**config.mk**
```make
export PLATFORM = sky130hd
export DESIGN_NAME = mpp20_beacon_rx
export DESIGN_NICKNAME = d
export VERILOG_FILES = /design/src/rtl/mpp20_beacon_pkg.sv /design/src/rtl/mpp20_beacon_gapcnt.sv /design/src/rtl/mpp20_beacon_rx.sv
export SDC_FILE = /design/constraint.sdc
export NUM_CORES = 1
export LEC_CHECK = 0
export ABC_AREA = 1
export BUFFER_PORTS_ARGS = -buffer_cell sky130_fd_sc_hd__buf_2
export CELL_PAD_IN_SITES_DETAIL_PLACEMENT = 0
export CELL_PAD_IN_SITES_GLOBAL_PLACEMENT = 1
export CORE_MARGIN = 5
export CORE_UTILIZATION = 30
export CTS_BUF_LIST = sky130_fd_sc_hd__clkbuf_16
export DETAILED_ROUTE_END_ITERATION = 10
export PLACE_DENSITY_LB_ADDON = 0.1
export SYNTH_ARGS = -nofsm -noshare
export SYNTH_HDL_FRONTEND = slang
export SYNTH_SLANG_ARGS = --single-unit
```
**constraint.sdc**
```tcl
create_clock -name Clk -period 3.06 [get_ports Clk]
set_input_delay 0.612 -clock Clk [delete_from_list [all_inputs] [get_ports Clk]]
set_output_delay 0.612 -clock Clk [all_outputs]
set_load 0.01 [all_outputs]
```
**src/rtl/mpp20_beacon_pkg.sv**
```systemverilog
// Shared definitions for the MPP20 beacon link (generator and receiver):
// FSM state encoding, error codes, default sync word and header field positions.
package mpp20_beacon_pkg;

    typedef enum logic [1:0] {
        HUNT    = 2'd0,
        PAYLOAD = 2'd1,
        CHECK   = 2'd2
    } state_e;

    localparam logic [1:0] ERR_LEN     = 2'd0;
    localparam logic [1:0] ERR_CSUM    = 2'd1;
    localparam logic [1:0] ERR_TIMEOUT = 2'd2;
    localparam logic [1:0] ERR_ABORT   = 2'd3;

    localparam logic [15:0] DEFAULT_SYNC = 16'hEB90;

    localparam int HDR_SYNC_HI = 23;
    localparam int HDR_SYNC_LO = 8;
    localparam int HDR_LEN_HI  = 7;
    localparam int HDR_LEN_LO  = 0;

    function automatic logic len_legal(input logic [7:0] len, input logic [7:0] max_len);
        return (len != 8'd0) && (len <= max_len);
    endfunction

endpackage

```
**src/rtl/mpp20_beacon_gapcnt.sv**
```systemverilog
// Inter-word gap counter: counts idle cycles while running, clears on a word,
// and flags expiry on the idle cycle that brings the count to TIMEOUT_CYC.
module mpp20_beacon_gapcnt #(
    parameter int TIMEOUT_CYC = 64
) (
    input  logic clk,
    input  logic rst_n,
    input  logic run,
    input  logic clear,
    output logic expired
);

    localparam int CW = $clog2(TIMEOUT_CYC + 1);

    logic [CW-1:0] cnt;

    always_ff @(posedge clk or negedge rst_n) begin
        if (!rst_n) begin
            cnt <= '0;
        end else if (!run || clear) begin
            cnt <= '0;
        end else if (cnt != CW'(TIMEOUT_CYC)) begin
            cnt <= cnt + CW'(1);
        end
    end

    // A word in the expiring cycle takes precedence over the timeout.
    assign expired = run && !clear && (cnt == CW'(TIMEOUT_CYC - 1));

endmodule

```
**src/rtl/mpp20_beacon_rx.sv**
```systemverilog
// MPP20 beacon receiver: hunts for a sync header, forwards payload words and
// checks the XOR checksum. Define MPP20_BEACON_RX_STATS_EN for good/bad frame counters.
module mpp20_beacon_rx
    import mpp20_beacon_pkg::*;
#(
    parameter logic [15:0] SYNC_PATTERN = DEFAULT_SYNC,
    parameter int          MAX_LEN      = 32,
    parameter int          TIMEOUT_CYC  = 64
) (
    input  logic        Clk,
    input  logic        Rst_n,
    input  logic        enable,
    input  logic [23:0] BeaconData_in,
    input  logic        BeaconValid_in,
    output logic [23:0] Payload_out,
    output logic        PayloadValid_out,
    output logic [7:0]  PayloadIdx_out,
    output logic        FrameStart_out,
    output logic        FrameOk_out,
    output logic        FrameErr_out,
    output logic [1:0]  ErrCode_out,
    output logic        Busy_out,
    output state_e      state_dbg
`ifdef MPP20_BEACON_RX_STATS_EN
    ,
    output logic [15:0] FrameOkCnt_out,
    output logic [15:0] FrameErrCnt_out
`endif
);

    state_e      state_q, state_d;
    logic [7:0]  len_q, len_d;
    logic [7:0]  idx_q, idx_d;
    logic [23:0] acc_q, acc_d;
    logic [23:0] payload_d;
    logic [7:0]  pidx_d;
    logic [1:0]  code_d;
    logic        pvalid_d, start_d, ok_d, err_d, busy_d;
    logic        gap_run, expired;
    logic [15:0] hdr_sync;
    logic [7:0]  hdr_len;

    assign hdr_sync  = BeaconData_in[HDR_SYNC_HI:HDR_SYNC_LO];
    assign hdr_len   = BeaconData_in[HDR_LEN_HI:HDR_LEN_LO];
    assign gap_run   = (state_q != HUNT) && enable;
    assign state_dbg = state_q;

    mpp20_beacon_gapcnt #(
        .TIMEOUT_CYC(TIMEOUT_CYC)
    ) u_gapcnt (
        .clk    (Clk),
        .rst_n  (Rst_n),
        .run    (gap_run),
        .clear  (BeaconValid_in),
        .expired(expired)
    );

    always_ff @(posedge Clk or negedge Rst_n) begin
        if (!Rst_n) begin
            state_q          <= HUNT;
            len_q            <= '0;
            idx_q            <= '0;
            acc_q            <= '0;
            Payload_out      <= '0;
            PayloadValid_out <= 1'b0;
            PayloadIdx_out   <= '0;
            FrameStart_out   <= 1'b0;
            FrameOk_out      <= 1'b0;
            FrameErr_out     <= 1'b0;
            ErrCode_out      <= '0;
            Busy_out         <= 1'b0;
        end else begin
            state_q          <= state_d;
            len_q            <= len_d;
            idx_q            <= idx_d;
            acc_q            <= acc_d;
            Payload_out      <= payload_d;
            PayloadValid_out <= pvalid_d;
            PayloadIdx_out   <= pidx_d;
            FrameStart_out   <= start_d;
            FrameOk_out      <= ok_d;
            FrameErr_out     <= err_d;
            ErrCode_out      <= code_d;
            Busy_out         <= busy_d;
        end
    end

    always_comb begin
        state_d   = state_q;
        len_d     = len_q;
        idx_d     = idx_q;
        acc_d     = acc_q;
        payload_d = Payload_out;
        pidx_d    = PayloadIdx_out;
        code_d    = ErrCode_out;
        pvalid_d  = 1'b0;
        start_d   = 1'b0;
        ok_d      = 1'b0;
        err_d     = 1'b0;

        if (!enable) begin
            // Abort is reported only when a frame was actually in progress.
            if (state_q != HUNT) begin
                err_d  = 1'b1;
                code_d = ERR_ABORT;
            end
            state_d = HUNT;
        end else begin
            case (state_q)
                HUNT: begin
                    if (BeaconValid_in && hdr_sync == SYNC_PATTERN) begin
                        if (len_legal(hdr_len, 8'(MAX_LEN))) begin
                            len_d   = hdr_len;
                            idx_d   = '0;
                            acc_d   = '0;
                            start_d = 1'b1;
                            state_d = PAYLOAD;
                        end else begin
                            err_d  = 1'b1;
                            code_d = ERR_LEN;
                        end
                    end
                end
                PAYLOAD: begin
                    if (BeaconValid_in) begin
                        payload_d = BeaconData_in;
                        pvalid_d  = 1'b1;
                        pidx_d    = idx_q;
                        acc_d     = acc_q ^ BeaconData_in;
                        idx_d     = idx_q + 8'd1;
                        if (idx_q == len_q - 8'd1) begin
                            state_d = CHECK;
                        end
                    end else if (expired) begin
                        err_d   = 1'b1;
                        code_d  = ERR_TIMEOUT;
                        state_d = HUNT;
                    end
                end
                CHECK: begin
                    if (BeaconValid_in) begin
                        if (BeaconData_in == acc_q) begin
                            ok_d = 1'b1;
                        end else begin
                            err_d  = 1'b1;
                            code_d = ERR_CSUM;
                        end
                        state_d = HUNT;
                    end else if (expired) begin
                        err_d   = 1'b1;
                        code_d  = ERR_TIMEOUT;
                        state_d = HUNT;
                    end
                end
                default: state_d = HUNT;
            endcase
        end

        busy_d = (state_d != HUNT);
    end

`ifdef MPP20_BEACON_RX_STATS_EN
    // Counters advance in the same cycle their pulse appears and stick at all-ones.
    always_ff @(posedge Clk or negedge Rst_n) begin
        if (!Rst_n) begin
            FrameOkCnt_out  <= '0;
            FrameErrCnt_out <= '0;
        end else begin
            if (ok_d && FrameOkCnt_out != 16'hFFFF) begin
                FrameOkCnt_out <= FrameOkCnt_out + 16'd1;
            end
            if (err_d && FrameErrCnt_out != 16'hFFFF) begin
                FrameErrCnt_out <= FrameErrCnt_out + 16'd1;
            end
        end
    end
`endif

endmodule

```
==> impl_metrics.ini, run 1 <==
[final_layout]
final_net_count = 648
fillerInstances = 1610
multiInputGateArea_sq_um = 2100
n_antenna_cell = 0
ff_latch_area_sq_um = 2200
fin_cells = 805
drive_above_1_share_pct = 19.9
area_growth_pct = 18.0

[timing]
fin_ws_ns = 0.803
finalSetupViolCount = 0
tightest_slew_ns = 0.660
fmax_mhz = 443
fin_setup_tns_ns = 0
finalCritPeriodShare_pct = 73.8
period_needed_ns = 2.26
fin_hold_ws_ns = 0.294
fin_skew_ns = 0.00859
drv_slew = 0
max-slew-margin-rel_pct = 55.7
rsz0062_at_grt = false
hold_viol_final = 0

[logic_synthesis]
syn_inst = 545
ys_warn_count = 0
ys_ff_latch = 88
syn_nets = 581
synth_cell_types = 27
synth_seq_area_share_pct = 48.0
netlist.area_leader.share_pct = 48.0
synth_area_sq_um = 4590
syn_avg_cell_area_sq_um = 8.43
synth_area_leaders = dfrtp_1 (48%), nand2_1 (16%), o31ai_2 (7.6%), xnor2_1 (5.0%), inv_1 (4.2%)
synth_area_leader_cell = dfrtp_1

[die]
core_area_sq_um = 15100
design.portCount = 69
dieHeight_microns = 134
dieWidth_microns = 134
num_rows = 45
start_util_pct = 30.4
dieArea_sq_um = 17900

[clock_tree]
postCtsSetupBuffers = 0
ctsHoldBuffers = 0
clk_latency_ns = 0.35
cts_made_buffers = 9
cts.sinks = 88
cts_root_buffer = clkbuf_16
clk_pin_slew_ns = 0.06
ctsLongestPathBuffers = 2
cts_tree = done
cts_resized = 0
cts.htree.levels = 3

[job]
drv_cap = 0

[placement]
hpwl_mm = 8.48
place_ws_ns = 0.586
gp_congestion = 0.767
dp_cells = 789
io_buffers = 68

[pwr]
powerDensity_nw_per_um2 = 448
leakagePower_nw = 2.76
peakVddDrop_mv = 0.268

[grt]
antenna_found_initial = 0
grt_max_degree = 89
grt_pass1_vias = 3819
overflow = 0
grt.total_usage_pct = 13.7
grt_pass1_wl_mm = 19.4

[run_status]
outcome = finished, final reports clean

[setup_path]
cp_max_fo = 37
cp.arrival_ns = 2.46
start_kind = register
end_kind = register
path_class = reg -> reg
required_ns = 3.27

[detailed_routing]
wl_per_cell_microns = 14.4
drt_iter0_markers = 218
firstDrtPassIters = 6
drt_wl_total_mm = 11.6
routed_via_density = 4.59
drc_errors = 0
ant_nets = 0
vias = 3693

[min_path]
worst_hold_path_type = in -> async
==> sequential cells by signal, summed over array words and instances (netlist names), 2 cells and up <==
register and flops:
idx_q 8, len_q 8, acc_q 24, state_dbg 2, ErrCode_out 2, u_gapcnt.cnt 7
PayloadIdx_out 8, Payload_out 24
==> cell families after synthesis <==
logic type	after synthesis	share of synthesized area, %
xor+xnor	33	6.29
simple gates	273	24.5
flops	88	48.0
compound gates	72	12.6
buf+inv	71	6.48
fa+ha+maj	8	2.18
==> power by group <==
group	internal (W)	total (W)	switching, W
Combinational	0.0000565	0.000161	0.000104
Clock	0.000620	0.00107	0.000454
Sequential	0.00118	0.00120	0.0000129
==> synth_stat cells (all sizes together) <==
cell type,count
xnor2,26
buf,8
a21oi,10
nand2,194
clkinv,1
nor4,1
ha,8
inv,51
nand4,10
nor3,5
xor2,7
clkbuf,11
o21ai,31
o211ai,1
o31ai,30
dfrtp,88
nor2,36
nand3,27
==> final timing paths <==
check	startpoint	slack [ns]	cells after the start	to
setup / recovery	state_dbg[0]$_DFF_PN0_	0.80	8	acc_q[6]$_DFFE_PN0P_
hold / removal	Rst_n	0.29	2	Payload_out[23]$_DFFE_PN0P_
setup reg to reg	state_dbg[0]$_DFF_PN0_	0.80	8	acc_q[6]$_DFFE_PN0P_
hold reg to reg	PayloadIdx_out[7]$_DFFE_PN0P_	0.48	2	PayloadIdx_out[7]$_DFFE_PN0P_
max in group asynchronous	Rst_n	2.37	2	Payload_out[7]$_DFFE_PN0P_
min in group Clk	PayloadIdx_out[7]$_DFFE_PN0P_	0.48	2	PayloadIdx_out[7]$_DFFE_PN0P_
==> area by class of cell <==
cell class                      instances  share of cell area (%)
Sequential cell                        88                    40.6
Inverter                               52                    3.60
Timing Repair Buffer                   75                    7.53
Clock inverter                          7                    1.06
Multi-Input combinational cell        386                    38.7
Tap cell                              188                    4.34
Clock buffer                            9                    4.16
==> cell usage in the layout, fill, tap and decap left out, drive strengths merged, types with 2 or more instances in the layout <==
master and instances:
nand4 10, nand3 27, xnor2 26, buf 75
nor2 36, xor2 7, nand2 194, ha 8
clkbuf 9, o21ai 31, clkinv 2, a21oi 10
o31ai 30, dfrtp 88, nor3 5, inv 55
==> metal layers <==
| metal | GRT usage (%) | share of wire, % |
|---|---|---|
| met2 | 22.2 | 48 |
| met5 | 0 | 0 |
| met4 | 4.57 | 2.2 |
| met1 | 17.6 | 46 |
| met3 | 4.04 | 3.7 |
==> through the flow <==
stage                     total power, W  area (sq um)  utilization (%)
after floorplan                  0.00129          4590                -
after global placement           0.00138          5140             34.0
after detailed placement         0.00138          5140             34.0
after CTS                        0.00249          5420             35.9
after global routing             0.00255          5420             35.9
final                            0.00243          5420             35.9
==> worst max-delay path, stage by stage, from the launching register on <==
cell and delay, ns:
dfrtp_1 0.42, inv_1 0.13, ha_1 0.32, nand2_1 0.11
o21ai_1 0.21, nand3_4 0.41, buf_4 0.37, nand2_1 0.09
o31ai_2 0.06
(Power assumes the default switching activity.)
==> inputs of run 2 (changes only) <==
==> constraint.sdc (replaced) <==
create_clock -name Clk -period 2.2 [get_ports Clk]
set_input_delay 0.44 -clock Clk [delete_from_list [all_inputs] [get_ports Clk]]
set_output_delay 0.44 -clock Clk [all_outputs]
set_load 0.01 [all_outputs]
==> impl_metrics.ini, run 2 (same netlist as run 1, synthesis figures left out) <==
[clock_tree]
cts_resized = 0
ctsHoldBuffers = 0
ctsLongestPathBuffers = 2
cts_root_buffer = clkbuf_16
clk_latency_ns = 0.34
postCtsSetupBuffers = 0
cts_tree = done
clk_pin_slew_ns = 0.06
cts.sinks = 88
cts_made_buffers = 9
cts.htree.levels = 3

[grt]
busiest_layer = met2
met1_usage_pct = 18.8
use_met3_pct = 2.45
grt.total_usage_pct = 13.7
grtUsageMet2_pct = 21.1
antenna_found_initial = 0
overflow = 0
grt_max_degree = 65
grt_pass1_vias = 3684
grt_pass1_wl_mm = 19.4

[setup_path]
crit_chain = inv_1 > ha_1 > nand2_1 > o21ai_1 > nand3_4 > buf_12 > o31ai_1
cp_max_fo = 64
start_kind = register
r2r_cells = 7
path_class = reg -> reg
startpoint = state_dbg[0]$_DFF_PN0_
slowest_stage = dfrtp_1
reg2reg_from = state_dbg[0]$_DFF_PN0_
cp.arrival_ns = 2.16
critPathTopFamily = compound AO/OA/AOI/OAI gates
max_stage_delay_ns = 0.43
path_buf_inv = 2
r2r_slack_ns = 0.29
r2r-end = idx_q[5]$_DFFE_PN0P_
required_ns = 2.45
end_kind = register
crit_cells = 7

[placement]
gp_congestion = 0.766
hpwl_mm = 8.50
io_buffers = 68
dpl_cell_area_sq_um = 5180

[timing]
finalSetupViolCount = 0
finalCritPeriodShare_pct = 87.0
fin_setup_tns_ns = 0
tightest_slew_ns = 0.567
period_needed_ns = 1.91
max-slew-margin-rel_pct = 62.2
hold_viol_final = 0
fin_skew_ns = 0.00607
fmax_mhz = 523
drv_slew = 0
rsz0062_at_grt = false

[pwr]
power_frac_seq_pct = 51.0
leakagePower_nw = 2.77
p_sw_share_pct = 24.3
power_frac_comb_pct = 6.9
power.switching_w = 0.000793
p_int_w = 0.00247
peakVddDrop_mv = 0.306
clockPowerShare_pct = 42.1
powerDensity_nw_per_um2 = 600

[detailed_routing]
drt_iter0_markers = 138
drt_wl_total_mm = 11.5
routed_via_density = 4.51
drc_errors = 0
vias = 3648
firstDrtPassIters = 5
wl_per_cell_microns = 14.3
ant_nets = 0

[run_status]
outcome = finished, final reports clean

[die]
num_rows = 45
core_area_sq_um = 15100
dieHeight_microns = 134
start_util_pct = 30.4
design.portCount = 69
dieWidth_microns = 134
dieArea_sq_um = 17900

[final_layout]
drive_above_1_share_pct = 20.3
final_common_cell = nand2_1
design_area_sq_um = 5430
area_growth_pct = 18.3
n_antenna_cell = 0
biggestRegsByFlops = Payload_out: 24 flops, acc_q: 24 flops
final_cell_mix = nand2_1 (192), dfrtp_1 (88), buf_2 (67), inv_1 (51), nor2_1 (34)
final_net_count = 652

[min_path]
worst_hold_path_type = in -> async

[job]
drv_cap = 0
## run 2: power groups by stage
stage / logic [W] / registers (W) / clock network [W]
2_1_floorplan: 0.0000874 / 0.00170 / 0
3_3_place_gp: 0.000231 / 0.00169 / 0
3_5_place_dp: 0.000231 / 0.00169 / 0
4_1_cts: 0.000232 / 0.00166 / 0.00144
5_1_grt: 0.000254 / 0.00167 / 0.00151
6_report: 0.000224 / 0.00166 / 0.00137
## run 2: worst register-to-register path, stage by stage (launching register included)
cell     delay (ns)
dfrtp_1        0.43
inv_1          0.15
ha_1           0.31
nand2_1        0.11
o21ai_1        0.23
nand3_4        0.11
buf_12         0.22
o31ai_1        0.25
## run 2: final cells by class
cell class / count / area (sq um)
clock buffer: 9 / 225
clock inverter: 7 / 28.8
fill: 1595 / 9660
inverter: 52 / 195
multi-input combinational: 386 / 2100
sequential: 88 / 2200
tap: 188 / 235
timing repair buffer: 79 / 450
## run 2: routing by layer
layer,part of all wire (%),routed length (microns)
met1,50,5740
met4,2.3,264
met3,2.6,303
met5,0,0
met2,45,5240
## run 2: how the worst max path moves through the flow
| stage | slack [ns] | end |
|---|---|---|
| after floorplan | 0.46 | ErrCode_out[0]$_DFFE_PN0P_ |
| after global placement | 0.32 | Busy_out$_DFF_PN0_ |
| after detailed placement | 0.30 | idx_q[5]$_DFFE_PN0P_ |
| after CTS | 0.27 | idx_q[5]$_DFFE_PN0P_ |
| after global routing | 0.07 | Busy_out$_DFF_PN0_ |
| final | 0.29 | idx_q[5]$_DFFE_PN0P_ |
## run 2: stage by stage
stage,setup slack [ns],total power [W],utilization (%),instances,hold WS (ns)
floorplan,0.456,0.00179,-,545,0.144
global placement,0.324,0.00192,34.3,793,0.458
detailed placement,0.301,0.00192,34.3,793,0.461
CTS,0.272,0.00334,36.0,809,0.104
global route,0.0688,0.00343,36.0,809,0.143
finish,0.287,0.00326,36.0,809,0.0844
==> inputs of run 3 (changes only) <==
--- a/config.mk
+++ b/config.mk
@@ -9,7 +9,6 @@
 export BUFFER_PORTS_ARGS = -buffer_cell sky130_fd_sc_hd__buf_2
 export CELL_PAD_IN_SITES_DETAIL_PLACEMENT = 0
 export CELL_PAD_IN_SITES_GLOBAL_PLACEMENT = 1
-export CORE_MARGIN = 5
 export CORE_UTILIZATION = 30
 export CTS_BUF_LIST = sky130_fd_sc_hd__clkbuf_16
 export DETAILED_ROUTE_END_ITERATION = 10
==> impl_metrics.ini, run 3 (same netlist as run 1, synthesis figures left out) <==
[timing]
fin_skew_ns = 0.00853
period_needed_ns = 1.87
fin_setup_tns_ns = 0
finalSetupViolCount = 0
tightest_slew_ns = 0.426
fin_hold_ws_ns = 0.0297
rsz0062_at_grt = false
finalCritPeriodShare_pct = 85.1
fmax_mhz = 534
drv_slew = 0
max-slew-margin-rel_pct = 71.6
hold_viol_final = 0

[clock_tree]
cts_resized = 0
cts.htree.levels = 3
postCtsSetupBuffers = 0
clk_pin_slew_ns = 0.07
clk_latency_ns = 0.34
cts_root_buffer = clkbuf_16
cts.sinks = 88
cts_made_buffers = 9
cts_tree = done
ctsHoldBuffers = 0
ctsLongestPathBuffers = 2

[detailed_routing]
vias = 3698
drc_errors = 0
routed_via_density = 4.58
wl_per_cell_microns = 14.4
drt_wl_total_mm = 11.6
firstDrtPassIters = 4
drt_iter0_markers = 194
ant_nets = 0

[job]
drv_cap = 0

[run_status]
outcome = finished, final reports clean

[die]
dieArea_sq_um = 15800
start_util_pct = 31.1
design.portCount = 69
dieWidth_microns = 126
dieHeight_microns = 126
num_rows = 44
core_area_sq_um = 14800

[setup_path]
path_class = reg -> reg
cp.arrival_ns = 2.12
start_kind = register
reg2reg_from = state_dbg[0]$_DFF_PN0_
r2r_slack_ns = 0.33
startpoint = state_dbg[0]$_DFF_PN0_
crit_end = acc_q[15]$_DFFE_PN0P_
cp_max_fo = 48
r2r-end = acc_q[15]$_DFFE_PN0P_
end_kind = register
r2r_cells = 7
required_ns = 2.45

[grt]
grt_pass1_vias = 3650
overflow = 0
grt.total_usage_pct = 15.7
grt_max_degree = 49
antenna_found_initial = 0
grt_pass1_wl_mm = 19.4

[pwr]
power_frac_seq_pct = 45.6
leakagePower_nw = 2.81
p_sw_share_pct = 22.4
powerDensity_nw_per_um2 = 659
p_int_w = 0.00283
power_frac_comb_pct = 6.3
peakVddDrop_mv = 0.571
clockPowerShare_pct = 48.1
power.switching_w = 0.000818

[final_layout]
final_net_count = 654
final_common_cell = nand2_1
n_antenna_cell = 0
final_cell_mix = nand2_1 (192), dfrtp_1 (88), buf_2 (67), inv_1 (51), nor2_1 (34)
drive_above_1_share_pct = 21.0
design_area_sq_um = 5530
area_growth_pct = 20.3
fillerInstances = 1540
biggestRegsByFlops = Payload_out: 24 flops, acc_q: 24 flops

[placement]
io_buffers = 68
dpl_cell_area_sq_um = 5190
gp_congestion = 0.801
hpwl_mm = 8.58

[min_path]
worst_hold_path_type = in -> async
==> run 3: cell types whose count changed in the layout (fill, tap and decap cells not counted), sizes merged <==
cell	before	now
buf	79	81
clkinv	8	4
bufinv	0	3
clkinvlp	0	1
==> run 3: area by class of cell <==
cell class	instances	area, sq um	share of cell area, %
Clock buffer	9	225	4.08
Multi-Input combinational cell	386	2100	38.0
Tap cell	184	230	4.17
Timing Repair Buffer	81	465	8.42
Sequential cell	88	2200	39.9
Clock inverter	7	110	1.99
Inverter	52	195	3.53
==> run 3: stage by stage <==
step	worst slack [ns]	power [W]	utilization (%)	std cells
final	0.329	0.00364	37.4	807
after global placement	0.332	0.00193	35.2	791
after CTS	0.296	0.00371	37.4	807
after floorplan	0.456	0.00179	-	545
after global routing	0.0558	0.00382	37.4	807
after detailed placement	0.306	0.00193	35.2	791
==> run 3: power groups by stage <==
stage / Combinational [W] / Clock [W] / Sequential (W)
after floorplan: 0.0000874 / 0 / 0.00170
after global placement: 0.000234 / 0 / 0.00169
after detailed placement: 0.000235 / 0 / 0.00169
after CTS: 0.000236 / 0.00182 / 0.00166
after global routing: 0.000259 / 0.00189 / 0.00167
final: 0.000229 / 0.00175 / 0.00166
==> run 3: worst min-delay path by stage <==
stage / end / slack (ns)
2_1_floorplan: Busy_out$_DFF_PN0_ / 0.14
3_3_place_gp: PayloadValid_out$_DFF_PN0_ / 0.42
3_5_place_dp: PayloadValid_out$_DFF_PN0_ / 0.41
4_1_cts: acc_q[22]$_DFFE_PN0P_ / 0.04
5_1_grt: acc_q[22]$_DFFE_PN0P_ / 0.05
6_report: acc_q[22]$_DFFE_PN0P_ / 0.03
==> run 3: critical path, cell delays in order, from the launching register on <==
cell	delay [ns]
dfrtp_1	0.44
inv_1	0.14
ha_1	0.33
nand2_1	0.11
o21ai_1	0.22
nand3_4	0.11
buf_12	0.19
o31ai_2	0.22
==> run 3: metal layers <==
metal  track usage (%)  wire length, microns
met1              21.5                  5790
met2              24.9                  5310
met3              4.16                   403
met4              3.23                    99
met5                 0                     0
